<file path="src/rtl/if_id_queue.sv">
// IF/ID instruction queue: circular buffer of {PC, instruction} pairs between
// fetch and decode, with show-ahead head outputs and a synchronous branch flush.
module if_id_queue #(
  parameter int N     = 64,
  parameter int IW    = 32,
  parameter int DEPTH = 4
) (
  input  logic                       clk,
  input  logic                       reset,
  input  logic [N-1:0]               imem_addr_F,
  input  logic [IW-1:0]              imem_data_F,
  input  logic                       fetch_valid_F,
  output logic                       fetch_ready_F,
  input  logic                       flush_D,
  output logic [N-1:0]               pc_D,
  output logic [IW-1:0]              instr_D,
  output logic                       valid_D,
  input  logic                       ready_D,
  output logic [$clog2(DEPTH+1)-1:0] count
);

  localparam int PW = $clog2(DEPTH);
  localparam int CW = $clog2(DEPTH+1);
  localparam logic [CW-1:0] FULL_C    = CW'(DEPTH);
  localparam logic [CW-1:0] EMPTY_C   = {CW{1'b0}};
  localparam logic [CW-1:0] CNT_ONE_C = CW'(1);
  localparam logic [PW-1:0] PTR_ONE_C = PW'(1);

  logic [N-1:0]  pc_mem_r    [DEPTH];
  logic [IW-1:0] instr_mem_r [DEPTH];
  logic [PW-1:0] wr_ptr_r;
  logic [PW-1:0] rd_ptr_r;
  logic [CW-1:0] count_r;
  logic          push_s;
  logic          pop_s;
  logic          not_empty_s;
  logic          not_full_s;

  assign not_empty_s   = (count_r != EMPTY_C);
  assign not_full_s    = (count_r < FULL_C);
  // Ready depends only on occupancy, so decode's ready never reaches fetch.
  assign fetch_ready_F = not_full_s;
  assign valid_D       = not_empty_s;
  assign count         = count_r;
  assign push_s        = fetch_valid_F & not_full_s & ~flush_D;
  assign pop_s         = not_empty_s & ready_D & ~flush_D;

  // Entry storage; contents are qualified by count, so no reset is needed.
  always_ff @(posedge clk) begin
    if (push_s) begin
      pc_mem_r[wr_ptr_r]    <= imem_addr_F;
      instr_mem_r[wr_ptr_r] <= imem_data_F;
    end
  end

  // Pointer and occupancy tracking; flush returns the queue to empty.
  always_ff @(posedge clk or negedge reset) begin
    if (!reset) begin
      wr_ptr_r <= {PW{1'b0}};
      rd_ptr_r <= {PW{1'b0}};
      count_r  <= EMPTY_C;
    end else if (flush_D) begin
      wr_ptr_r <= {PW{1'b0}};
      rd_ptr_r <= {PW{1'b0}};
      count_r  <= EMPTY_C;
    end else begin
      if (push_s) begin
        wr_ptr_r <= wr_ptr_r + PTR_ONE_C;
      end
      if (pop_s) begin
        rd_ptr_r <= rd_ptr_r + PTR_ONE_C;
      end
      case ({push_s, pop_s})
        2'b10:   count_r <= count_r + CNT_ONE_C;
        2'b01:   count_r <= count_r - CNT_ONE_C;
        default: count_r <= count_r;
      endcase
    end
  end

  // Show-ahead head entry, forced to zero while the queue is empty.
  always_comb begin
    pc_D    = {N{1'b0}};
    instr_D = {IW{1'b0}};
    if (not_empty_s) begin
      pc_D    = pc_mem_r[rd_ptr_r];
      instr_D = instr_mem_r[rd_ptr_r];
    end else begin
      pc_D    = {N{1'b0}};
      instr_D = {IW{1'b0}};
    end
  end

endmodule

</file>
<file path="config.mk">
export PLATFORM = sky130hd
export DESIGN_NAME = if_id_queue
export DESIGN_NICKNAME = d
export VERILOG_FILES = /design/src/rtl/if_id_queue.sv
export SDC_FILE = /design/constraint.sdc
export NUM_CORES = 1
export LEC_CHECK = 0
export ABC_AREA = 1
export BUFFER_PORTS_ARGS = -buffer_cell sky130_fd_sc_hd__buf_4
export CORE_MARGIN = 1
export CORE_UTILIZATION = 40
export DETAILED_ROUTE_END_ITERATION = 12
export REMOVE_ABC_BUFFERS = 1
export SKIP_CTS_REPAIR_TIMING = 1
export SLEW_MARGIN = 30
export SYNTH_ARGS = -nofsm -noshare
export SYNTH_HDL_FRONTEND = slang
export SYNTH_SLANG_ARGS = --single-unit
</file>
<file path="constraint.sdc">
create_clock -name clk -period 5.1 [get_ports clk]
set_input_delay 0.255 -clock clk [delete_from_list [all_inputs] [get_ports clk]]
set_output_delay 0.255 -clock clk [all_outputs]
set_load 0.01 [all_outputs]
</file>
==> results.json <==
{
  "grt_pass1_vias": 9559,
  "timing.final.crit_period_ns": 3.21,
  "grt_util_met3_pct": 3.56,
  "cts_made_buffers": 42,
  "cts-root-buf": "clkbuf_16",
  "status": "completed",
  "hold_violations": 0,
  "ys_seq_elements": 391,
  "wl_um": 36300,
  "drtPass1Iterations": 5,
  "yosysWarnings": 0,
  "antenna_found_initial": 0,
  "die_h_um": 198,
  "fin_cells": 2020,
  "post-route-period-util_pct": 63.0,
  "clk_latency_ns": 0.54,
  "tns_ns": 0,
  "path_delay_family": "buffers and inverters",
  "crit_type": "reg -> out",
  "antenna_cells": 0,
  "worst_slack_ns": 1.89,
  "ys_seq_area_share_pct": 76.3,
  "detailed_place_hpwl_um": 19300,
  "area_delta_synth_final_pct": 28.3,
  "drive_gt1_share_pct": 18.9,
  "ir_worst_vdd_mv": 0.878,
  "crit_fanout": 94,
  "path_cells": "buf_6 > nor2_1 > nor2_1 > o21ai_0 > a21oi_1 > buf_4",
  "grtUsageMet2_pct": 29.7,
  "critical_path.max_stage_delay_ns": 0.77,
  "fillers": 3227,
  "vias": 10000,
  "cts.clk_slew.worst_paths_ns": 0.06,
  "place_area_sq_um": 17200,
  "syn_inst": 1194,
  "end_kind": "output pin",
  "slowest_stage": "dfrtp_4",
  "cp.required_ns": 4.85,
  "io-pin-count": 202,
  "drc_errors": 0,
  "crit_cells": 6,
  "fmax_ghz": 0.311,
  "grt_max_degree": 146,
  "setup_viol": 0,
  "die_area_sq_um": 39200,
  "grt_pass1_wl_um": 54400,
  "row_count": 71,
  "ys_top_cells_by_area": "edfxtp_1 75%, nor2_1 9.6%, o21ai_0 5.2%",
  "die_x_um": 198,
  "grtUsageTotal_pct": 18.3,
  "drtIter0Drc": 566,
  "reg2regPathDepth": 4,
  "start_util_pct": 40.7,
  "gr-usage-met1_pct": 24.9,
  "worst_pin_slew_ns": 0.950,
  "wl_per_cell_um": 18.0,
  "cp.arrival_ns": 2.96,
  "nets": 1582,
  "dpl_worst_slack_ns": 2.25,
  "synth_area_leader_cell": "edfxtp_1",
  "cap_violations": 0,
  "clkSinkCount": 391,
  "crit_top_cell": "nor2_1",
  "hold_class": "in -> async",
  "dp_cells": 1845,
  "cts_tree": "done",
  "syn_area_sq_um": 15300,
  "cts_max_path_buffers": 3,
  "grt.busiest_layer": "met2",
  "ant_nets": 0,
  "start_kind": "flop",
  "timing.slew.headroom_pct": 36.7,
  "hold_ws_ns": 0.0758,
  "coreArea_sq_um": 37700,
  "routabilityCongestion": 0.762,
  "cts-htree-levels": 2,
  "skew_ns": 0.0101,
  "routed_via_density": 4.97,
  "post-route-cell-area_sq_um": 19700,
  "slew_viol_final": 0,
  "grt-ovfl-total": 0,
  "synthDominantCellAreaShare_pct": 75.1,
  "numPortBuffers": 201,
  "power.density_nw_per_um2": 499,
  "leakage_nw": 7.07,
  "synth.avg_cell_area_sq_um": 12.9,
  "crit_buf_inv": 2,
  "synth.distinct_cells": 21,
  "rsz0062_at_grt": "no"
}
==> final cells by class <==
class,count,area [sq um],share of cell area [%]
repair buffers,312,2630,13.3
flip-flops and latches,391,11700,59.5
multi-input cells,715,3150,16.0
clock inverters,20,270,1.37
well taps,511,639,3.25
clock buffers,57,1220,6.21
inverters,14,67.6,0.343
==> cell families (layout without fill, tap and decap cells) <==
logic type,after synthesis,after routing,synth area share (%)
AOI/OAI and AO/OA,296,296,9.65
xor gates and xnor gates,1,1,0.0571
adders and majority gates,5,5,0.457
buffers and inverters,88,403,3.38
DFF,391,391,76.3
and+or+nand+nor,413,413,10.2
==> where the power goes <==
group	total, mW	internal [mW]	leakage [nW]	switching (mW)
logic	2.77	1.06	2.77	1.71
registers	3.83	3.73	3.57	0.105
clock network	3.22	2.03	0.729	1.19
total	9.83	6.82	7.07	3.00
==> worst register-to-register path, delay by kind of cell (launching register included) <==
family | cells | cell delay [ns]
and+or+nand+nor | 2 | 1.14
buffers and inverters | 2 | 0.63
DFF | 1 | 0.42
==> synthesized netlist by cell type <==
master / instances
a21oi_1: 99
buf_1: 1
buf_2: 13
buf_4: 11
buf_6: 15
clkbuf_1: 19
clkbuf_2: 15
dfrtp_1: 7
edfxtp_1: 384
fa_1: 1
ha_1: 4
inv_1: 10
inv_2: 4
nand2_1: 18
nand2_4: 1
nand3_1: 2
nor2_1: 391
nor3_1: 1
o21ai_0: 160
o21ai_1: 37
xor2_1: 1
==> cells in the final DEF (no fill, tap or decap), drive strengths merged <==
cell,n
nor2,391
edfxtp,384
buf,214
o21ai,197
a21oi,99
dlygate4sd3,98
clkbuf,57
nand2,19
inv,15
clkinv,12
bufinv,7
dfrtp,7
ha,4
nand3,2
nor3,1
xor2,1
fa,1
==> through the flow <==
stage / util, % / total power, mW
floorplan: - / 5.26
global placement: 45.7 / 6.62
finish: 52.3 / 9.83
CTS: 49.7 / 9.87
global route: 52.3 / 10.3
detailed placement: 45.7 / 6.64
==> layer usage <==
layer / up-vias / share of wire (%) / routed length (um)
li1: 4808 / - / -
met1: 4914 / 45 / 16400
met2: 279 / 48 / 17400
met3: 46 / 5.1 / 1860
met4: 0 / 1.7 / 623
met5: - / 0 / 0
==> state kept, by name, summed over array words and instances (netlist names) <==
| register | count |
|---|---|
| wr_ptr_r | 2 |
| rd_ptr_r | 2 |
| pc_mem_r | 256 |
| instr_mem_r | 128 |
| count | 3 |
==> worst paths after layout <==
check	start	end	slack, ns
worst max-delay path	rd_ptr_r[0]	pc_D[35]	1.89
worst min-delay path	reset	rd_ptr_r[1]	0.08
worst max register to register	count[2]	instr_mem_r[2][8]	2.57
worst min register to register	count[2]	count[2]	0.59
max in group asynchronous	reset	rd_ptr_r[0]	4.88
min in group clk	ready_D	rd_ptr_r[0]	0.08
Power figures use the tool's default switching activity.
